$ cat src/rtl/sm_window_accumulator.sv
// Sums NUM_TERMS sign-magnitude products into one saturated sign-magnitude
// window result held in a single-entry valid/ready output register.
//
// Ports:
//   clk, rst    rising-edge clock, synchronous active-high reset
//   product_in  sign-magnitude product (bit DATA_WIDTH-1 = sign)
//   in_valid    product_in valid;  in_ready  product accepted this cycle
//   sum_out     sign-magnitude window result
//   out_valid   sum_out unconsumed; out_ready downstream consumes sum_out
//   term_idx    index of the next term to be accepted
//
// Optional feature: define RELU_EN to clamp negative results to +0.

module sm_window_accumulator #(
  parameter int DATA_WIDTH = 17,
  parameter int NUM_TERMS  = 9,
  parameter int ACC_WIDTH  = 21,
  localparam int IDX_WIDTH =
    (NUM_TERMS > 1) ? $clog2(NUM_TERMS) : 1
) (
  input  logic                  clk,
  input  logic                  rst,
  input  logic [DATA_WIDTH-1:0] product_in,
  input  logic                  in_valid,
  output logic                  in_ready,
  output logic [DATA_WIDTH-1:0] sum_out,
  output logic                  out_valid,
  input  logic                  out_ready,
  output logic [IDX_WIDTH-1:0]  term_idx
);

  localparam int PAD = ACC_WIDTH - DATA_WIDTH + 1;

  localparam logic [ACC_WIDTH-1:0] MAG_MAX =
    {{PAD{1'b0}}, {(DATA_WIDTH-1){1'b1}}};

  localparam logic [IDX_WIDTH-1:0] LAST_IDX =
    IDX_WIDTH'(NUM_TERMS - 1);

  typedef enum logic {
    ST_ACCUM,
    ST_LAST
  } state_t;

  state_t                state_q;
  state_t                state_d;
  logic [IDX_WIDTH-1:0]  idx_q;
  logic [IDX_WIDTH-1:0]  idx_d;
  logic [ACC_WIDTH-1:0]  acc_q;
  logic [ACC_WIDTH-1:0]  acc_d;
  logic [DATA_WIDTH-1:0] sum_q;
  logic [DATA_WIDTH-1:0] sum_d;
  logic                  valid_q;
  logic                  valid_d;

  logic                  in_fire;
  logic [ACC_WIDTH-1:0]  mag_ext;
  logic [ACC_WIDTH-1:0]  term;
  logic [ACC_WIDTH-1:0]  total;
  logic [ACC_WIDTH-1:0]  abs_v;
  logic                  neg;
  logic                  sat;
  logic [DATA_WIDTH-1:0] result;

  assign in_ready  = !rst && (!valid_q || out_ready);
  assign in_fire   = in_valid && in_ready;
  assign sum_out   = sum_q;
  assign out_valid = valid_q;
  assign term_idx  = idx_q;

  // Negative zero negates to zero, so it needs no special case.
  assign mag_ext = {{PAD{1'b0}}, product_in[DATA_WIDTH-2:0]};
  assign term    = product_in[DATA_WIDTH-1] ? (~mag_ext + 1'b1)
                                            : mag_ext;

  // Term 0 starts a fresh window regardless of any stale accumulator.
  assign total = ((idx_q == '0) ? '0 : acc_q) + term;
  assign neg   = total[ACC_WIDTH-1];
  assign abs_v = neg ? (~total + 1'b1) : total;
  assign sat   = abs_v > MAG_MAX;

  always_comb begin
    result = '0;
`ifdef RELU_EN
    if (!neg) begin
      result[DATA_WIDTH-2:0] = sat ? MAG_MAX[DATA_WIDTH-2:0]
                                   : abs_v[DATA_WIDTH-2:0];
    end
`else
    result[DATA_WIDTH-1]   = neg;
    result[DATA_WIDTH-2:0] = sat ? MAG_MAX[DATA_WIDTH-2:0]
                                 : abs_v[DATA_WIDTH-2:0];
`endif
  end

  always_comb begin
    state_d = state_q;
    idx_d   = idx_q;
    acc_d   = acc_q;
    sum_d   = sum_q;
    valid_d = valid_q && !out_ready;
    if (in_fire) begin
      unique case (state_q)
        ST_LAST: begin
          // A consume in this same cycle is overridden by the new result.
          sum_d   = result;
          valid_d = 1'b1;
          idx_d   = '0;
          acc_d   = '0;
          state_d = ST_ACCUM;
        end
        default: begin
          acc_d   = total;
          idx_d   = idx_q + 1'b1;
          state_d = (idx_q + 1'b1 == LAST_IDX) ? ST_LAST : ST_ACCUM;
        end
      endcase
    end
  end

  always_ff @(posedge clk) begin
    if (rst) begin
      state_q <= ST_ACCUM;
      idx_q   <= '0;
      acc_q   <= '0;
      sum_q   <= '0;
      valid_q <= 1'b0;
    end else begin
      state_q <= state_d;
      idx_q   <= idx_d;
      acc_q   <= acc_d;
      sum_q   <= sum_d;
      valid_q <= valid_d;
    end
  end

endmodule

$ cat config.mk
export PLATFORM = sky130hd
export DESIGN_NAME = sm_window_accumulator
export DESIGN_NICKNAME = d
export VERILOG_FILES = /design/src/rtl/sm_window_accumulator.sv
export SDC_FILE = /design/constraint.sdc
export NUM_CORES = 1
export LEC_CHECK = 0
export CORE_ASPECT_RATIO = 1.4
export CORE_UTILIZATION = 33
export DETAILED_ROUTE_END_ITERATION = 8
export PLACE_DENSITY_LB_ADDON = 0.3
export SLEW_MARGIN = 20
export SYNTH_ARGS = -nofsm -noshare
export SYNTH_HDL_FRONTEND = slang
export SYNTH_SLANG_ARGS = --single-unit
$ cat constraint.sdc
create_clock -name clk -period 5.55 [get_ports clk]
set_clock_uncertainty 0.15 [all_clocks]
set_input_delay 0.8325 -clock clk [delete_from_list [all_inputs] [get_ports clk]]
set_output_delay 0.8325 -clock clk [all_outputs]
set_load 0.1 [all_outputs]
# After elaboration in Yosys (flattened, before gate mapping)
# Index checks and enable logic that the tools add are counted.
# word_totals
ff_bits	44
input_bits	21
out_inout_bits	23
word_cells	32
# classes
n_addsub	4
n_lt_le_gt_ge	1
n_eq_ne	1
muxes	10
bitwise_logic	2
reduce_logical	9
# op_table
operator	n
$mux W21	4
$add A21 B1 Y21 const B	2
$add A21 B21 Y21	1
$gt A21 B16 Y1 const B	1
$not A16 Y21	1
$not A21 Y21	1
$mux W16	1
$add A4 B1 Y4 const B	1
$eq A4 B4 Y1 const B	1
$logic_not A4 Y1	1
$mux W1	4
$mux W4	1
$logic_and A1 B1 Y1	3
$logic_not A1 Y1	3
$reduce_and A2 Y1	1
$logic_or A1 B1 Y1	1

# Longest topological paths before layout
# Gate-level depths: netlist of the first run.
# logic_depth
depth_word	9
ltp_mapped	18
ltp_nobuf	16

# Worst setup path before layout of the first run
# Ideal clock, no wire load.
# synth_timing
path_kind	input -> register
startpoint	in product_in[4]
endpoint	reg sum_q[10] (netlist: sum_out[10])
setup_ns	0.137
t_arrival_ns	4.981
t_required_ns	5.263
path_slack_ns	0.282
stages	18
path_buffers	3
cell_sequence	nor3_1 -> nand3_1 -> or2_2 -> o41ai_1 -> nand2_1 -> xor2_1 -> ha_1 -> clkbuf_1 -> nand4_1 -> a2111oi_0 -> o211ai_1 -> o211a_1 -> xnor2_2 -> buf_4 -> nand4_1 -> a32oi_4 -> buf_8 -> a211oi_2
# synth_via
elab_chain_cells	9
# synth_lines
element	line	source
from (decl)	23	input logic [DATA_WIDTH-1:0] product_in,
$not A16 Y21	73	assign term = product_in[DATA_WIDTH-1] ? (~mag_ext + 1'b1)
$add A21 B1 Y21	73	
$mux W21 *	73	
$add A21 B21 Y21 *	77	assign total = ((idx_q == '0) ? '0 : acc_q) + term;
$not A21 Y21	79	assign abs_v = neg ? (~total + 1'b1) : total;
$add A21 B1 Y21	79	
$mux W21 *	79	
$gt A21 B16 Y1	80	assign sat = abs_v > MAG_MAX;
$mux W16 *	91	result[DATA_WIDTH-2:0] = sat ? MAG_MAX[DATA_WIDTH-2:0]
to (signal assigned)	132	sum_q <= sum_d;
to (decl)	51	logic [DATA_WIDTH-1:0] sum_q;
# Mark *: on every way between the ends. The rest lies on a longest branch, timed or not.
# A chain may end at the register's enable or synchronous reset.

# Final worst setup path of the first run
# layout_timing
startpoint	in product_in[4]
endpoint	reg sum_q[1] (netlist: sum_out[1])
# The elaborated chain is that of the path after synthesis.

==> results of run 1 <==
[worst max path at each step]
stage	startpoint	to	slack, ns	cells past startpoint
2_1_floorplan	product_in[4]	sum_out[10]	0.28	18
3_3_place_gp	product_in[4]	sum_out[0]	-0.003	20
3_5_place_dp	product_in[4]	sum_out[1]	-0.10	20
4_1_cts	product_in[4]	sum_out[1]	0.18	20
5_1_grt	product_in[4]	sum_out[1]	0.004	20
6_report	product_in[4]	sum_out[1]	0.36	20
[kinds of logic (layout without fill, tap and decap cells)]
logic type | Yosys count | count (layout) | share of synthesized area [%]
flip-flops | 44 | 44 | 21.6
AO/OA/AOI/OAI | 145 | 145 | 27.4
XOR/XNOR | 44 | 44 | 10.3
adder cells (fa/ha/maj) | 26 | 26 | 8.14
multiplexers | 3 | 3 | 0.765
AND/OR/NAND/NOR | 208 | 208 | 26.6
buffers and inverters | 41 | 102 | 5.24
[per-layer routing]
layer | GRT usage [%] | vias up
met4 | 6.55 | 0
met3 | 1.31 | 17
li1 | - | 1984
met1 | 22.9 | 1842
met2 | 29.7 | 92
met5 | 0 | -
[worst max-delay path, stage by stage]
cell and delay (ns):
clkdlybuf4s50_1 0.43, nor3_2 0.22, nand3_1 0.12, or2_2 0.30, o41ai_1 0.24, buf_4 0.19
nand2_1 0.06, xor2_1 0.15, ha_1 0.35, buf_4 0.16, a21oi_1 0.17, o21ai_1 0.13
or2_2 0.30, o211ai_1 0.26, o2111ai_2 0.20, nor4b_4 0.33, nand4_1 0.19, a32oi_4 0.26
buf_12 0.19, a211oi_1 0.09
[sequential cells by signal, indices dropped and copies added, names as in the netlist]
signal and count:
acc_q 21, sum_out 17, term_idx 4, out_valid 1
state_q 1
[power groups by stage]
stage	Sequential [W]	Combinational (W)	Clock [W]
global route	0.000334	0.000409	0.000316
finish	0.000332	0.000373	0.000298
detailed placement	0.000339	0.000361	0
CTS	0.000332	0.000366	0.000304
global placement	0.000339	0.000358	0
floorplan	0.000343	0.000248	0
[per-stage QoR]
stage	setup slack, ns	area (µm²)	utilization (%)	hold WS (ns)	setup TNS (ns)
floorplan	0.282	4090	-	0.299	0
global placement	-0.00334	4820	40.4	0.311	-0.0126
detailed placement	-0.103	4820	40.4	0.325	-1.30
CTS	0.184	4970	41.6	0.341	0
global route	0.00361	5000	41.9	0.373	0
finish	0.356	5000	41.9	0.333	0
[what timing repair did]
action	CTS	global route
endpoints found under the setup margin	0	16
buffers inserted	0	2
gates resized for setup	0	3
[placed cells by master (no fill, tap or decap), types with 10 or more instances in the layout]
master,n
inv_1,14
clkdlybuf4s50_1,42
dfxtp_1,44
o21ai_0,13
nand2_1,46
a21oi_1,33
buf_4,37
nor3_1,15
a211oi_2,10
nand2b_1,11
xnor2_1,24
nor2b_1,21
a22oi_1,15
xor2_1,17
ha_1,25
nor2_1,57
[final cells by class]
class                      instances  area [µm²]  share of cell area, %
timing repair buffer              80         718                   14.4
multi-input combinational        426        3010                   60.3
clock inverter                     1        7.51                  0.150
tap                              147         184                   3.68
clock buffer                       7         143                   2.85
inverter                          14        52.6                   1.05
sequential                        44         881                   17.6
==> results.tsv, run 1 <==
metric	value	unit
fmax	0.193	GHz
power.switching	0.000338	W
yosysUniqueCellTypes	80	
min-delay-start	acc_q[8]	
synth_area_per_cell	8.00	µm²
whs_path_depth	2	
wl_met3	363	µm
synth.cell_area	0.00409	mm²
grt_overflow_total	0	
comb_power_share	37.2	%
fin_crit	5.19	ns
crit_path_start_kind	input pin	
synth_seq_cells	44	
first_pass_iters	4	
drc	0	
critPathMaxFanout	16	
start_util	34.2	%
routed_wl	11000	µm
gp_congestion	0.954	
yosys_most_used_dff	dfxtp_1	
synthCells	511	
p_seq_share	33.1	%
drive_gt1_share	14.3	%
reg2regPathDepth	17	
critPathKind	input pin to flop	
reg2reg_slack	1.12	ns
peakVddDrop	0.000160	V
n_fill_cell	1219	
endpoint_kind	flop	
rr_endpoint	sum_out[1]	
routed_via_density	5.47	
cts_sinks	44	
die_w	96.1	µm
cap_violations	0	
tightest_slew	0.981	ns
seq_area_frac_synth	21.6	%
fp.coreArea	0.0119	mm²
diodes	0	
async_flop_share	0	%
vias	3935	
holdPathEnd	acc_q[8]	
portBuffers	43	
htree_levels	2	
grt_usage	17.6	%
yosysTopAreaCell	dfxtp_1	
power.density	201	mW/mm²
synth_warnings	0	
ios	44	
hold_class	flop to flop	
hold_viol	0	
synth_fp_nets	558	
slew_viol_final	0	
grt_pass1_vias	3785	
die_h	134	µm
grt_pass1_wl	18100	µm
area_growth	22.3	%
dp_hpwl	8550	µm
finalSetupViolCount	0	
top_layer	met4	
rsz0062_at_grt	false	
place_inst	709	
antenna_found_initial	0	
route.met2.wl	5280	µm
initialDrtViolationCount	127	
r2r-start	term_idx[0]	
hold_buffers	0	
grt_max_degree	46	
ant_nets	0	
slew_headroom	34.3	%
status	completed	
yosysMostFrequentCell	nor2_1	
clkTransAtPathRegs	0.06	ns
cp.required	5.54	ns
met1_length	5110	µm
finalNonFillerCells	719	
cts_buffer_depth	2	
nets	618	
cts_tree	yes	
cts_buffers	5	
wl_per_cell	15.3	µm
synth_edf_count	0	
power.total	0.00100	W
switching_share	33.8	%
synth_area_leaders	dfxtp_1 22%, ha_1 7.7%, nor2_1 5.2%, xnor2_1 5.1%, nand2_1 4.2%	
p_int	0.000664	W
cts-root-buf	clkbuf_16	
clock_latency	0.28	ns
yosysTopAreaCellShare	21.6	%
worst_ep_arrival_time	5.19	ns
synthTopCellsByCount	57 x nor2_1, 46 x nand2_1, 44 x dfxtp_1	
finalCritPeriodShare	93.6	%
num_rows	47	
p_leak	1.89	nW
clkPwrFrac	29.7	%
die-area	0.0128	mm²
Note: power is estimated with default switching activity, not from simulation.
==> run 2, diff against run 1 <==
--- a/config.mk
+++ b/config.mk
@@ -5,7 +5,7 @@
 export SDC_FILE = /design/constraint.sdc
 export NUM_CORES = 1
 export LEC_CHECK = 0
-export CORE_ASPECT_RATIO = 1.4
+export CORE_ASPECT_RATIO = 1.1
 export CORE_UTILIZATION = 33
 export DETAILED_ROUTE_END_ITERATION = 8
 export PLACE_DENSITY_LB_ADDON = 0.3
==> constraint.sdc (replaced) <==
create_clock -name clk -period 4.28 [get_ports clk]
set_clock_uncertainty 0.15 [all_clocks]
set_input_delay 0.642 -clock clk [delete_from_list [all_inputs] [get_ports clk]]
set_output_delay 0.642 -clock clk [all_outputs]
set_load 0.1 [all_outputs]
==> results.tsv, run 2 (same netlist as run 1, synthesis figures left out) <==
metric	value	unit	change
critPathTopFamily	simple AND/OR/NAND/NOR gates		unchanged
path_cells	buf_8, nor3_4, nand3_2, or2_4, o41ai_4, buf_4, buf_6, nand2_4, xor2_2, ha_1, buf_6, and2_4, a221oi_4, and2_4, a41oi_4, xor2_4, buf_12, nor4_4, a21oi_2, a32oi_4, buf_12, a211oi_2		was clkdlybuf4s50_1, nor3_2, nand3_1, or2_2, o41ai_1, buf_4, nand2_1, xor2_1, ha_1, buf_4, a21oi_1, o21ai_1, or2_2, o211ai_1, o2111ai_2, nor4b_4, nand4_1, a32oi_4, buf_12, a211oi_1
start_util	34.0	%	was 34.2%
top_layer	met4		unchanged
area_growth	53.7	%	was 22.3%
antenna_found_initial	0		unchanged
fin_crit	4.53	ns	
p_leak	2.54	nW	was 1.89 nW
critPathKind	input pin to flop		unchanged
finalSetupViolCount	16		was 0
slowest_stage	ha_1		was clkdlybuf4s50_1
htree_levels	2		unchanged
portBuffers	43		unchanged
whs_path_depth	2		unchanged
slew_viol_final	0		unchanged
hold_class	flop to flop		unchanged
die-area	0.0128	mm²	about the same
cts_tree	yes		unchanged
cts_buffer_depth	2		unchanged
grt_usage	20.0	%	was 17.6%
worst-path-stages	22		was 20
grt_pass1_wl	20500	µm	was 18,100 µm
grt_max_degree	45		was 46
grt_overflow_total	0		unchanged
gp_congestion	0.898		was 0.954
hold_buffers	0		unchanged
cts_sinks	44		unchanged
crit_path_start_kind	input pin		unchanged
worst_ep_arrival_time	4.53	ns	was 5.19 ns
finalCritPeriodShare	106	%	
cp.buffers_inverters	6		was 4
regArea	891	µm²	was 881 µm²
grt_pass1_vias	4285		was 3,785
route.met2.wl	6080	µm	was 5280 µm
wl_met3	483	µm	was 363 µm
ant_nets	0		unchanged
multiInputGateArea	0.00338	mm²	was 0.00301 mm²
tightest_slew	0.994	ns	was 0.981 ns
final_cell_mix	137 x buf_4, 57 x nor2_1, 44 x nand2_1, 40 x dfxtp_1, 29 x clkdlybuf4s50_1		was 57 x nor2_1, 46 x nand2_1, 44 x dfxtp_1, 42 x clkdlybuf4s50_1, 37 x buf_4
first_pass_iters	4		unchanged
worst_slack	-0.247	ns	was 0.356 ns
top_register	acc_q		unchanged
wl_per_cell	15.1	µm	was 15.3 µm
vias	4346		was 3,935
drc	0		unchanged
fmax	0.221	GHz	
hold_viol	0		unchanged
violations	setup timing		
clock_latency	0.29	ns	was 0.28 ns
power.density	236	mW/mm²	was 201 mW/mm²
slew_headroom	33.5	%	was 34.3%
nets	728		was 618
status	finished, violations left		was completed
die_w	108	µm	was 96.1 µm
peakVddDrop	0.000232	V	was 0.000160 V
ios	44		unchanged
critPathMaxFanout	8		was 16
n_fill_cell	1126		was 1,219
placed_area	0.00562	mm²	was 0.00482 mm²
cp.required	4.28	ns	was 5.54 ns
rsz0062_at_grt	true		was false
largest_reg_flops	21		unchanged
initialDrtViolationCount	128		was 127
dp_hpwl	9550	µm	was 8550 µm
reg2regPathDepth	18		was 17
num_rows	42		was 47
cts-root-buf	clkbuf_16		unchanged
met1_length	5810	µm	was 5110 µm
power.total	0.00148	W	was 0.00100 W
final_area	0.00628	mm²	was 0.00500 mm²
cap_violations	0		unchanged
drive_gt1_share	35.8	%	was 14.3%
routed_wl	12600	µm	was 11,000 µm
final_common_cell	buf_4		was nor2_1
endpoint_kind	flop		unchanged
diodes	0		unchanged
routed_via_density	5.20		was 5.47
cpPeakStageDelay	0.34	ns	was 0.43 ns
cts_buffers	5		unchanged
clkTransAtPathRegs	0.06	ns	about the same
fp.coreArea	0.0120	mm²	was 0.0119 mm²
die_h	119	µm	was 134 µm
[run 2: cell count changes in the layout (fill, tap and decap cells not counted), moves of 5 or more]
| cell | delta |
|---|---|
| buf_6 | +7 |
| a211oi_1 | -6 |
| a21oi_1 | -5 |
| dlygate4sd2_1 | +7 |
| buf_4 | +100 |
| clkdlybuf4s50_1 | -13 |
| a211oi_2 | +6 |
[run 2: area by class of cell]
cell class              count  share of cell area (%)
well taps                 154                    3.07
repair buffers            190                    25.8
clock inverters             2                   0.179
flip-flops and latches     44                    14.2
multi-input cells         426                    53.9
inverters                  14                   0.837
clock buffers               6                    2.05
[run 2: what timing repair did]
action	4_1_cts	5_1_grt
gates resized for setup	57	36
buffers inserted	16	8
pin swaps	32	33
cloned	1	0
endpoints found under the setup margin	21	16
[run 2: worst register-to-register path: stages (launching register included)]
cell      delay (ns)
dfxtp_4         0.36
inv_1           0.06
ha_1            0.14
nor3b_2         0.32
buf_12          0.19
nor2b_1         0.07
ha_1            0.34
nand4_1         0.26
o22ai_1         0.17
buf_4           0.18
or3_1           0.41
and4_1          0.22
nor3_1          0.19
buf_4           0.17
and3_4          0.19
o21ai_2         0.07
a32oi_4         0.31
buf_12          0.18
a211oi_2        0.07
[run 2: stage by stage]
stage	instances	worst slack [ns]	setup TNS, ns	utilization [%]	hold slack [ns]
finish	836	-0.247	-3.78	52.2	0.335
global route	836	-0.390	-6.11	52.2	0.355
global placement	805	-0.971	-17.24	46.7	0.312
CTS	829	-0.250	-3.79	50.1	0.340
floorplan	511	-0.185	-2.15	-	0.299
detailed placement	805	-1.06	-18.92	46.7	0.325
[run 2: layer usage]
| layer | up-vias | global-route usage, % |
|---|---|---|
| met5 | - | 0 |
| met4 | 0 | 6.42 |
| met3 | 16 | 2.15 |
| met2 | 95 | 33.4 |
| met1 | 2027 | 26.5 |
| li1 | 2208 | - |
[run 2: report_power, final]
part           total (W)  switching, W  internal (W)
registers       0.000430    0.00000742      0.000423
clock network   0.000371      0.000156      0.000214
logic           0.000679      0.000346      0.000332
total            0.00148      0.000510      0.000970
[run 2: final timing paths]
kind / startpoint / endpoint / slack [ns]
worst max-delay path: product_in[3] / sum_out[15] / -0.25
worst min-delay path: acc_q[5] / acc_q[5] / 0.34
worst max register to register: term_idx[0] / sum_out[15] / 0.09
worst min register to register: acc_q[5] / acc_q[5] / 0.34
==> run 3, diff against run 2 <==
--- a/config.mk
+++ b/config.mk
@@ -8,6 +8,7 @@
 export CORE_ASPECT_RATIO = 1.1
 export CORE_UTILIZATION = 33
 export DETAILED_ROUTE_END_ITERATION = 8
+export GPL_TIMING_DRIVEN = 0
 export PLACE_DENSITY_LB_ADDON = 0.3
 export SLEW_MARGIN = 20
 export SYNTH_ARGS = -nofsm -noshare
==> results.tsv, run 3 (same netlist as run 1, synthesis figures left out) <==
metric	value	unit	change
status	finished, violations left		unchanged
violations	setup timing		unchanged
pre_cts_ws	-1.41	ns	was -1.06 ns
holdPathEnd	acc_q[8]		was acc_q[5]
peakVddDrop	0.000244	V	was 0.000232 V
reg2reg_slack	-0.05	ns	was 0.09 ns
cts_buffers	5		unchanged
fmax	0.223	GHz	was 0.221 GHz
drive_gt1_share	33.3	%	was 35.8%
critPathTopFamily	compound AO/OA/AOI/OAI gates		was simple AND/OR/NAND/NOR gates
cts_tree	yes		unchanged
start_util	34.0	%	unchanged
crit_path_start	product_in[4]		was product_in[3]
vias	4220		was 4,346
grt_overflow_total	0		unchanged
cts_buffer_depth	2		unchanged
cts_sinks	44		unchanged
die_w	108	µm	unchanged
min-delay-start	acc_q[8]		was acc_q[5]
drc	0		unchanged
cts-root-buf	clkbuf_16		unchanged
largest_reg_flops	21		unchanged
cap_violations	0		unchanged
slew_headroom	34.9	%	was 33.5%
rr_endpoint	sum_out[3]		was sum_out[15]
die-area	0.0128	mm²	unchanged
whs_path_depth	2		unchanged
grt.met1_usage	24.9	%	was 26.5%
hold_viol	0		unchanged
grt_pass1_vias	4331		was 4,285
wl_per_cell	16.8	µm	was 15.1 µm
worst_ep_arrival_time	4.49	ns	was 4.53 ns
cpMostUsedCell	buf_4		
htree_levels	2		unchanged
routed_wl	12800	µm	was 12,600 µm
clkTransAtPathRegs	0.07	ns	was 0.06 ns
crit_path_start_kind	input pin		unchanged
hold_class	flop to flop		unchanged
gp_congestion	0.912		was 0.898
gr-usage-met3	2.70	%	was 2.15%
grt_usage	20.4	%	was 20.0%
initialDrtViolationCount	178		was 128
area_growth	46.1	%	was 53.7%
critPathMaxFanout	6		was 8
place_inst	706		was 805
p_leak	2.21	nW	was 2.54 nW
num_rows	42		unchanged
diodes	0		unchanged
met2_usage	35.9	%	was 33.4%
final_common_cell	nor2_1		was buf_4
fp.coreArea	0.0120	mm²	unchanged
rsz0062_at_grt	true		unchanged
slew_viol_final	0		unchanged
power.density	246	mW/mm²	was 236 mW/mm²
cp.required	4.29	ns	was 4.28 ns
die_h	119	µm	unchanged
critPathKind	input pin to flop		unchanged
fin_crit	4.48	ns	was 4.53 ns
dp_hpwl	9030	µm	was 9550 µm
ios	44		unchanged
slowest_stage	o41a_1		was ha_1
routed_via_density	5.55		was 5.20
clock_latency	0.29	ns	about the same
portBuffers	41		was 43
finalSetupViolCount	16		unchanged
worst_slack	-0.200	ns	was -0.247 ns
grt_pass1_wl	20800	µm	was 20,500 µm
endpoint_kind	flop		unchanged
cpPeakStageDelay	0.43	ns	was 0.34 ns
r2r-start	term_idx[0]		unchanged
first_pass_iters	5		was 4
whs	0.337	ns	was 0.335 ns
path_cells	buf_8, nor3_4, buf_4, buf_4, nand3b_1, o31ai_2, xnor2_1, ha_2, nand4_1, buf_4, o21a_2, o41a_1, o211ai_1, buf_4, nor4b_4, buf_4, a21oi_2, a32oi_4, buf_6, buf_8, a211oi_2		was buf_8, nor3_4, nand3_2, or2_4, o41ai_4, buf_4, buf_6, nand2_4, xor2_2, ha_1, buf_6, and2_4, a221oi_4, and2_4, a41oi_4, xor2_4, buf_12, nor4_4, a21oi_2, a32oi_4, buf_12, a211oi_2
tightest_slew	0.974	ns	was 0.994 ns
top_register	acc_q		unchanged
cp.buffers_inverters	8		was 6
final_core_utilization	49.6	%	was 52.2%
finalCritPeriodShare	105	%	was 106%
grt_max_degree	16		was 45
final_cell_mix	57 x nor2_1, 42 x buf_4, 40 x nand2_1, 40 x dfxtp_1, 28 x clkdlybuf4s50_1		was 137 x buf_4, 57 x nor2_1, 44 x nand2_1, 40 x dfxtp_1, 29 x clkdlybuf4s50_1
antenna_found_initial	0		unchanged
reg2regPathDepth	20		was 18
ant_nets	0		unchanged
nets	653		was 728
grt-busiest-layer	met2		unchanged
finalNonFillerCells	761		was 836
==> run 3: cell count changes in the layout (fill, tap and decap cells not counted), moves of 4 or more <==
| cell | delta |
|---|---|
| buf_4 | -95 |
| ha_1 | -10 |
| clkbuf_1 | +7 |
| ha_4 | +7 |
| a21oi_1 | -6 |
| xor2_1 | -5 |
| a21oi_2 | +4 |
| buf_6 | +4 |
| buf_8 | +4 |
| nand2_1 | -4 |
| xor2_2 | +4 |
==> run 3: stage by stage <==
stage | cell area (µm²) | TNS (ns) | total power (W)
detailed placement | 4810 | -26.12 | 0.000892
finish | 5970 | -2.51 | 0.00147
global route | 5970 | -5.04 | 0.00154
CTS | 5620 | -1.98 | 0.00141
floorplan | 4210 | -2.15 | 0.000781
global placement | 4810 | -24.83 | 0.000885
==> run 3: how the worst max path moves through the flow <==
stage	endpoint	slack, ns	cells past startpoint
6_report	sum_out[3]	-0.20	21
3_3_place_gp	sum_out[12]	-1.36	19
5_1_grt	sum_out[3]	-0.36	20
2_1_floorplan	sum_out[10]	-0.19	18
4_1_cts	sum_out[4]	-0.14	22
3_5_place_dp	sum_out[7]	-1.41	19
==> run 3: layer usage <==
| metal | part of all wire [%] | wire [µm] | up-vias |
|---|---|---|---|
| li1 | - | - | 2043 |
| met1 | 43 | 5500 | 2032 |
| met2 | 50 | 6400 | 120 |
| met3 | 4.9 | 621 | 25 |
| met4 | 2.1 | 270 | 0 |
| met5 | 0 | 0 | - |
==> run 3: what timing repair did <==
| item | in CTS | in global routing |
|---|---|---|
| cloned | 2 | 0 |
| endpoints found under the setup margin | 23 | 16 |
| hold buffers | 0 | 0 |
| pin swaps | 48 | 23 |
| gates resized for setup | 105 | 65 |
| setup buffers | 34 | 13 |
==> run 3: worst register-to-register path, delay by kind of cell, from the launching register on <==
kind | cells | cell delay [ns]
compound gates | 5 | 0.85
fa+ha+maj | 3 | 0.79
buf+inv | 6 | 0.75
flops | 1 | 0.38
simple gates | 6 | 1.29
==> run 3: layout make-up <==
| class | instances | area, µm² |
|---|---|---|
| Fill cell | 1127 | 6060 |
| Clock buffer | 6 | 150 |
| Clock inverter | 2 | 17.5 |
| Buffer | 26 | 204 |
| Sequential cell | 44 | 891 |
| Timing Repair Buffer | 89 | 791 |
| Inverter | 14 | 52.6 |
| Multi-Input combinational cell | 426 | 3670 |
| Tap cell | 154 | 193 |
==> run 3: power by group <==
part           switching, W  total, W  internal (W)
combinational      0.000345  0.000615      0.000271
clock              0.000170  0.000424      0.000254
sequential       0.00000773  0.000430      0.000423
